==> config.mk <==
export PLATFORM = sky130hd
export DESIGN_NAME = reset_sequencer
export DESIGN_NICKNAME = d
export VERILOG_FILES = /design/src/rtl/reset_seq_pkg.sv /design/src/rtl/reset_debounce.sv /design/src/rtl/reset_sequencer.sv
export SDC_FILE = /design/constraint.sdc
export NUM_CORES = 1
export LEC_CHECK = 0
export CORE_ASPECT_RATIO = 1.5
export CORE_MARGIN = 4
export CORE_UTILIZATION = 55
export CTS_BUF_LIST = sky130_fd_sc_hd__clkbuf_8 sky130_fd_sc_hd__clkbuf_16
export CTS_CLUSTER_SIZE = 8
export DETAILED_ROUTE_END_ITERATION = 10
export GPL_TIMING_DRIVEN = 0
export PLACE_DENSITY = 0.78
export SKIP_CTS_REPAIR_TIMING = 1
export SLEW_MARGIN = 25
export SYNTH_ARGS = -nofsm -noshare
export SYNTH_HDL_FRONTEND = slang
export SYNTH_SLANG_ARGS = --single-unit
==> constraint.sdc <==
create_clock -name CLK -period 1.91 [get_ports CLK]
set_input_delay 0.382 -clock CLK [delete_from_list [all_inputs] [get_ports CLK]]
set_output_delay 0.382 -clock CLK [all_outputs]
set_load 0.1 [all_outputs]
==> src/rtl/reset_seq_pkg.sv <==
// Shared encodings for the reset sequencer: FSM states, reset-cause codes
// and the saturating event-counter helper.
package reset_seq_pkg;

    typedef logic [1:0] state_t;
    typedef logic [1:0] cause_t;

    localparam state_t ST_WAIT_LOCK = 2'd0;
    localparam state_t ST_HOLD      = 2'd1;
    localparam state_t ST_RUN       = 2'd2;
    localparam state_t ST_BTN_HELD  = 2'd3;

    localparam cause_t CAUSE_POR       = 2'd0;
    localparam cause_t CAUSE_BUTTON    = 2'd1;
    localparam cause_t CAUSE_LOCK_LOSS = 2'd2;

    function automatic logic [7:0] sat_inc8(input logic [7:0] v);
        return (v == 8'hFF) ? v : v + 8'd1;
    endfunction

endpackage

==> src/rtl/reset_debounce.sv <==
// Multi-flop synchronizer followed by a stability filter: dout follows the
// synchronized input only after it has differed for DEBOUNCE_CYCLES edges.
module reset_debounce #(
    parameter int unsigned SYNC_STAGES     = 2,
    parameter int unsigned DEBOUNCE_CYCLES = 16
) (
    input  logic CLK,
    input  logic reset_in,
    input  logic din,
    output logic dout
);

    logic [SYNC_STAGES-1:0] r_sync;
    logic                   w_sync;

    always_ff @(posedge CLK or posedge reset_in) begin
        if (reset_in) begin
            r_sync <= '0;
        end else begin
            r_sync <= {r_sync[SYNC_STAGES-2:0], din};
        end
    end

    assign w_sync = r_sync[SYNC_STAGES-1];

    generate
        if (DEBOUNCE_CYCLES <= 1) begin : g_bypass
            // A one-cycle filter is the synchronized sample itself; bypassing
            // keeps the path latency at exactly SYNC_STAGES edges.
            assign dout = w_sync;
        end else begin : g_filter
            localparam int unsigned      CNT_W    = $clog2(DEBOUNCE_CYCLES + 1);
            localparam logic [CNT_W-1:0] CNT_LAST = CNT_W'(DEBOUNCE_CYCLES - 1);

            logic [CNT_W-1:0] r_cnt;
            logic             r_db;

            always_ff @(posedge CLK or posedge reset_in) begin
                if (reset_in) begin
                    r_cnt <= '0;
                    r_db  <= 1'b0;
                end else if (w_sync == r_db) begin
                    r_cnt <= '0;
                end else if (r_cnt == CNT_LAST) begin
                    r_db  <= w_sync;
                    r_cnt <= '0;
                end else begin
                    r_cnt <= r_cnt + 1'b1;
                end
            end

            assign dout = r_db;
        end
    endgenerate

endmodule

==> src/rtl/reset_sequencer.sv <==
// System reset sequencer: combines PLL lock, debounced GRESET and a hold-off
// counter into one registered reset, and records the cause of each reset.
module reset_sequencer
    import reset_seq_pkg::*;
#(
    parameter int unsigned SYNC_STAGES     = 2,
    parameter int unsigned DEBOUNCE_CYCLES = 16,
    parameter int unsigned HOLD_CYCLES     = 255
) (
    input  logic       CLK,
    input  logic       reset_in,
    input  logic       pll_locked,
    input  logic       button_in,
    output logic       sys_reset,
    output logic [1:0] reset_cause,
    output logic [7:0] reset_events
);

    localparam int unsigned       HOLD_W    = $clog2(HOLD_CYCLES + 1);
    localparam logic [HOLD_W-1:0] HOLD_LAST = HOLD_W'(HOLD_CYCLES - 1);

    logic              w_lock_s;
    logic              w_btn_db;
    state_t            r_state;
    state_t            w_next_state;
    cause_t            r_cause;
    cause_t            w_next_cause;
    logic              w_event;
    logic [HOLD_W-1:0] r_hold_cnt;
    logic              r_sys_reset;
    logic [7:0]        r_events;

    reset_debounce #(
        .SYNC_STAGES     (SYNC_STAGES),
        .DEBOUNCE_CYCLES (1)
    ) u_lock_sync (
        .CLK      (CLK),
        .reset_in (reset_in),
        .din      (pll_locked),
        .dout     (w_lock_s)
    );

    reset_debounce #(
        .SYNC_STAGES     (SYNC_STAGES),
        .DEBOUNCE_CYCLES (DEBOUNCE_CYCLES)
    ) u_btn_debounce (
        .CLK      (CLK),
        .reset_in (reset_in),
        .din      (button_in),
        .dout     (w_btn_db)
    );

    // Lock loss outranks the button, which outranks hold-off expiry.
    always_comb begin
        w_next_state = r_state;
        w_next_cause = r_cause;
        w_event      = 1'b0;
        case (r_state)
            ST_WAIT_LOCK: begin
                if (w_lock_s) begin
                    w_next_state = ST_HOLD;
                end
            end
            ST_HOLD: begin
                if (!w_lock_s) begin
                    w_next_state = ST_WAIT_LOCK;
                    w_next_cause = CAUSE_LOCK_LOSS;
                end else if (w_btn_db) begin
                    w_next_state = ST_BTN_HELD;
                    w_next_cause = CAUSE_BUTTON;
                end else if (r_hold_cnt == HOLD_LAST) begin
                    w_next_state = ST_RUN;
                end
            end
            ST_RUN: begin
                if (!w_lock_s) begin
                    w_next_state = ST_WAIT_LOCK;
                    w_next_cause = CAUSE_LOCK_LOSS;
                    w_event      = 1'b1;
                end else if (w_btn_db) begin
                    w_next_state = ST_BTN_HELD;
                    w_next_cause = CAUSE_BUTTON;
                    w_event      = 1'b1;
                end
            end
            ST_BTN_HELD: begin
                if (!w_lock_s) begin
                    w_next_state = ST_WAIT_LOCK;
                    w_next_cause = CAUSE_LOCK_LOSS;
                end else if (!w_btn_db) begin
                    w_next_state = ST_HOLD;
                end
            end
            default: begin
                w_next_state = ST_WAIT_LOCK;
            end
        endcase
    end

    // hold_cnt restarts from zero on every entry into HOLD because it is
    // held at zero in every other state.
    always_ff @(posedge CLK or posedge reset_in) begin
        if (reset_in) begin
            r_state     <= ST_WAIT_LOCK;
            r_sys_reset <= 1'b1;
            r_cause     <= CAUSE_POR;
            r_events    <= '0;
            r_hold_cnt  <= '0;
        end else begin
            r_state     <= w_next_state;
            r_sys_reset <= (w_next_state != ST_RUN);
            r_cause     <= w_next_cause;
            if (w_event) begin
                r_events <= sat_inc8(r_events);
            end
            r_hold_cnt  <= (r_state == ST_HOLD) ? r_hold_cnt + 1'b1 : '0;
        end
    end

    assign sys_reset    = r_sys_reset;
    assign reset_cause  = r_cause;
    assign reset_events = r_events;

endmodule

# After elaboration in Yosys (flattened, before gate mapping)
# Cells that the tools add are included.
[word_totals]
ff_bits = 31
input_bits = 4
output_inout_bits = 11
wordCells = 49
[op_classes]
addsub = 3
eq_ne = 10
mux = 19
n_bitwise = 2
n_reduce_logical = 6
[ops]
columns = ["op", "n"]
rows = [
  ["$mux W2", 11],
  ["$add A8 B1 Y8 const B", 2],
  ["$eq A8 B8 Y1 const B", 2],
  ["$mux W5", 2],
  ["$mux W8", 1],
  ["$pmux W2 S4", 1],
  ["$add A5 B1 Y5 const B", 1],
  ["$eq A5 B4 Y1 const B", 1],
  ["$eq A2 B2 Y1 const B", 2],
  ["$ne A2 B2 Y1 const B", 2],
  ["$pmux W2 S2", 1],
  ["$reduce_and A2 Y1", 2],
  ["$mux W1", 3],
  ["$ne A3 B2 Y1 const B", 1],
  ["$reduce_and A3 Y1", 1],
  ["$eq A2 B1 Y1 const B", 1],
  ["$logic_not A2 Y1", 1],
  ["$not A1 Y1", 2],
  ["$reduce_bool A2 Y1", 1],
  ["$reduce_or A2 Y1", 1],
  ["$eq A1 B1 Y1", 1],
]

# Longest topological paths before layout
[logic_depth]
depth_word = 6
mapped_depth = 6
mapped_depth_nobuf = 6

# Hierarchy
# From an unflattened synthesis, not the netlist that was laid out.
[unflattened]
hier_cells = 129
hier_area_um2 = 1463.9
[by_module_without_submodules]
columns = ["module", "instances", "cells_each", "area_per_inst_um2", "seq_area_each_um2"]
rows = [
  ["reset_sequencer", 1, 102, 1094.8, 526.8],
  ["reset_debounce at u_btn_debounce", 1, 24, 315.3, 200.2],
  ["reset_debounce at u_lock_sync", 1, 3, 53.8, 50.0],
]

# Worst setup path after synthesis
# No wires, ideal clock.
[synth_path]
path_kind = "reg2reg"
start = "register r_events[0], in the netlist reset_events[0]"
end = "register r_events[1], in the netlist reset_events[1]"
setup_ns = 0.126
arrival_ns = 1.966
required_ns = 1.784
path_slack_ns = -0.182
stages_incl_launch_ff = 5
n_path_buf = 0
synth_period_minus_slack_ns = 2.092
cell_sequence = "dfrtp_1 ha_1 nand3_1 o221ai_2 mux2_2"
[synth_via]
elab_chain_cells = 3
elab_cells_between_ends = 4
classes_between = "1 x add/sub; 1 x eq/ne; 1 x bitwise; 1 x reduce/logical"
[synth_lines]
columns = ["item", "line", "text"]
rows = [
  ["from (decl)", "reset_sequencer.sv:31", "logic [7:0] r_events;"],
  ["from (signal assigned)", "reset_sequencer.sv:114", "r_events <= sat_inc8(r_events);"],
  ["branches (longest 3 deep; another with $add A8 B1 Y8)", "-", ""],
]
# Several ways; the timed one is not identified.
# A chain may end at the register's enable or synchronous reset.

# Final worst setup path
[layout_path]
start = "register r_events[6], in the netlist reset_events[6]"
end = "output reset_events[6]"
[layout_lines]
columns = ["item", "line", "text"]
rows = [
  ["to (decl)", "reset_sequencer.sv:16", "output logic [7:0] reset_events"],
]
# No word-level cell between the ends.

==> results.py <==
metrics = {
    "status": {
        "status": "finished clean",
    },
    "drt": {
        "drt-initial-drc-count": 23,
        "drc": 0,
        "viasPerCell": 5.85,
        "post_drt_wl_per_cell_um": 14.5,
        "finalWirelength_um": 2560,
        "firstDrtPassIters": 4,
        "via_count": 1029,
        "ant_nets": 0,
    },
    "synth": {
        "syn_area_mm2": 0.00144,
        "ys_seq_area_share_pct": 54.0,
        "yosys.area_share.simple_pct": 17.7,
        "yosysWarnings": 0,
        "synth-seq-cells": 31,
        "synth-compound-area-share_pct": 9.47,
        "avgSynthCellArea_um2": 11.1,
        "synthXorXnorAreaFrac_pct": 8.51,
        "yosysTopAreaCell": "dfrtp_1",
        "synth_cells": 130,
        "synth_fa_ha_area_share_pct": 6.95,
        "synth_top_family_by_area": "simple AND/OR/NAND/NOR gates",
        "yosysTopAreaCellShare_pct": 52.1,
        "synthTopCellsByArea": "dfrtp_1 52%, ha_1 7.0%, xnor2_1 4.3%",
        "yosysUniqueCellTypes": 31,
        "syn_nets": 142,
        "muxShareOfSynthArea_pct": 0.782,
    },
    "critical_path": {
        "crit_family": "buffers and inverters",
        "worstSetupStartpoint": "reset_events[6]",
        "slowest_delay_ps": 770,
        "cp_cell_sequence": "dlymetal6s2s_1",
        "endpoint_kind": "primary output",
        "crit_arrival_ps": 1480,
        "path_max_fanout": 6,
        "reg2reg_from": "r_state[0]",
        "cp.buffers_inverters": 1,
        "crit_required_ps": 1530,
        "startpoint_type": "flip-flop",
        "critPathKind": "flip-flop to primary output",
        "slowest_stage": "dlymetal6s2s_1",
    },
    "global_routing": {
        "grt_pass1_vias": 1037,
        "grt_pass1_wl_um": 4360,
        "grt_max_degree": 32,
        "grt_use_total_pct": 16.6,
        "overflow": 0,
        "antenna_found_initial": 0,
    },
    "sta": {
        "whs_ps": 353,
        "relSlewSlack_pct": 35.6,
        "period_share_pct": 97.7,
        "period_minus_slack_ps": 1870,
        "fmax_ghz": 0.536,
        "rsz0062_at_grt": "false",
        "setup_viol": 0,
        "maxSlewViolCount": 0,
        "fin_skew_ps": 5.65,
        "worstMarginPinSlew_ps": 964,
        "final-hold-violation-count": 0,
    },
    "finish": {
        "fillCellCount": 182,
        "antennaDiodeCount": 0,
        "drive_gt1_share_pct": 12.5,
        "fin_cells": 176,
        "fin_nets": 163,
        "final_area_mm2": 0.00172,
        "area_growth_pct": 19.4,
    },
    "floorplanning": {
        "coreArea_mm2": 0.00248,
        "ios": 15,
        "fp.dieW_um": 49.8,
        "die_h_um": 70.7,
        "rows": 22,
        "start_util_pct": 58.1,
        "die-area_mm2": 0.00352,
    },
    "pwr": {
        "vdd_drop_max_v": 0.000724,
        "power_density_mw_per_mm2": 987,
        "fin_total_pwr_mw": 1.70,
        "total_leakage_power_nw": 0.959,
    },
    "placed_design": {
        "place.gp.congestion": 0.746,
        "hpwl_um": 1850,
        "dpl.cell_count": 168,
        "dpl_cell_area_mm2": 0.00162,
        "portBuffers": 14,
    },
    "job": {
        "maxCapViolCount": 0,
    },
    "clocking": {
        "cts_buffer_depth": 2,
        "numClockSinks": 31,
        "worstSkewPairLatency_ps": 280,
        "clockRootBuffer": "clkbuf_8",
        "tritoncts": "yes",
        "numCtsBuffers": 5,
        "htreeDepth": 2,
        "clkSlewWorstSetupHoldPaths_ps": 60,
    },
    "min_path": {
        "hp-start": "u_btn_debounce.r_sync[0]",
        "hold_class": "flip-flop to flip-flop",
    },
}
flip-flops by register name, indices dropped and copies added (netlist names):
register,cells
r_state,2
u_btn_debounce.r_sync,2
reset_cause,2
r_hold_cnt,8
sys_reset,1
u_lock_sync.r_sync,2
reset_events,8
u_btn_debounce.g_filter.r_cnt,5
u_btn_debounce.dout,1
worst paths after layout:
kind	cells past startpoint	to	slack [ps]
min	0	u_btn_debounce.r_sync[1]	350
max	1	reset_events[6]	40
min reg2reg	0	u_btn_debounce.r_sync[1]	350
min in group asynchronous	2	reset_events[3]	510
max in group asynchronous	2	reset_events[1]	950
max reg2reg	6	sys_reset	150
stage by stage:
step | worst slack (ps) | util, % | setup TNS (ps)
2_1_floorplan | 8.54 | - | 0
3_3_place_gp | -88.9 | 65.3 | -157
3_5_place_dp | -85.2 | 65.3 | -175
4_1_cts | -397 | 68.6 | -3410
5_1_grt | 3.49 | 69.4 | 0
6_report | 44.5 | 69.4 | 0
layout make-up:
cell class	count	area [um2]	area share, %
clock buffer	5	68.8	4.00
inverter	10	37.5	2.18
tap	24	30.0	1.75
timing repair buffer	14	160	9.32
multi-input combinational	89	626	36.4
sequential	31	785	45.6
clock inverter	3	12.5	0.728
Yosys cell counts:
library cell / number
nand3_1: 8
a31oi_1: 1
o21a_1: 1
and2_1: 7
nor3_1: 3
ha_1: 8
a21oi_2: 1
dfstp_2: 1
dfrtp_1: 30
xor2_1: 7
o221ai_2: 1
inv_1: 10
a22oi_1: 1
xnor2_1: 7
mux2_2: 1
o211ai_1: 3
a2bb2oi_1: 1
and3_1: 4
nand2_1: 8
o31ai_1: 2
o21ai_0: 2
nand4b_1: 1
nand2b_2: 1
nor2_1: 7
or3b_1: 1
nor2b_1: 2
nand4_1: 3
a21oi_1: 3
o22ai_1: 2
a211oi_1: 1
and4_1: 2
metal layers:
metal  wire length, um  track usage, %  vias to the layer above
met5                 0               0                        -
met4                93            11.4                        0
met3               114            5.89                        9
met2              1360            28.4                       23
met1               987            16.5                      504
li1                  -               -                      493
power by group:
group | leakage (nW) | internal (mW) | switching (mW)
Sequential | 0.399 | 0.722 | 0.0676
Clock | 0.0505 | 0.244 | 0.221
Combinational | 0.510 | 0.138 | 0.305
Total | 0.959 | 1.10 | 0.594
cell usage in the layout (no fill, tap or decap), drive strengths merged, types with 4 or more instances in the layout:
cell type and count:
dfrtp 30, inv 12, dlymetal6s2s 10, nand3 8, nand2 8, ha 8
nor2 7, xor2 7, and2 7, xnor2 7, clkbuf 6, and3 4
a21oi 4
cell families (layout without fill, tap and decap cells):
| logic type | Yosys count | after routing |
|---|---|---|
| DFF | 31 | 31 |
| adders and majority gates | 8 | 8 |
| and+or+nand+nor | 47 | 47 |
| buffers and inverters | 10 | 32 |
| xor gates and xnor gates | 14 | 14 |
| muxes | 1 | 1 |
| AOI/OAI and AO/OA | 19 | 19 |
(Power assumes the default switching activity.)
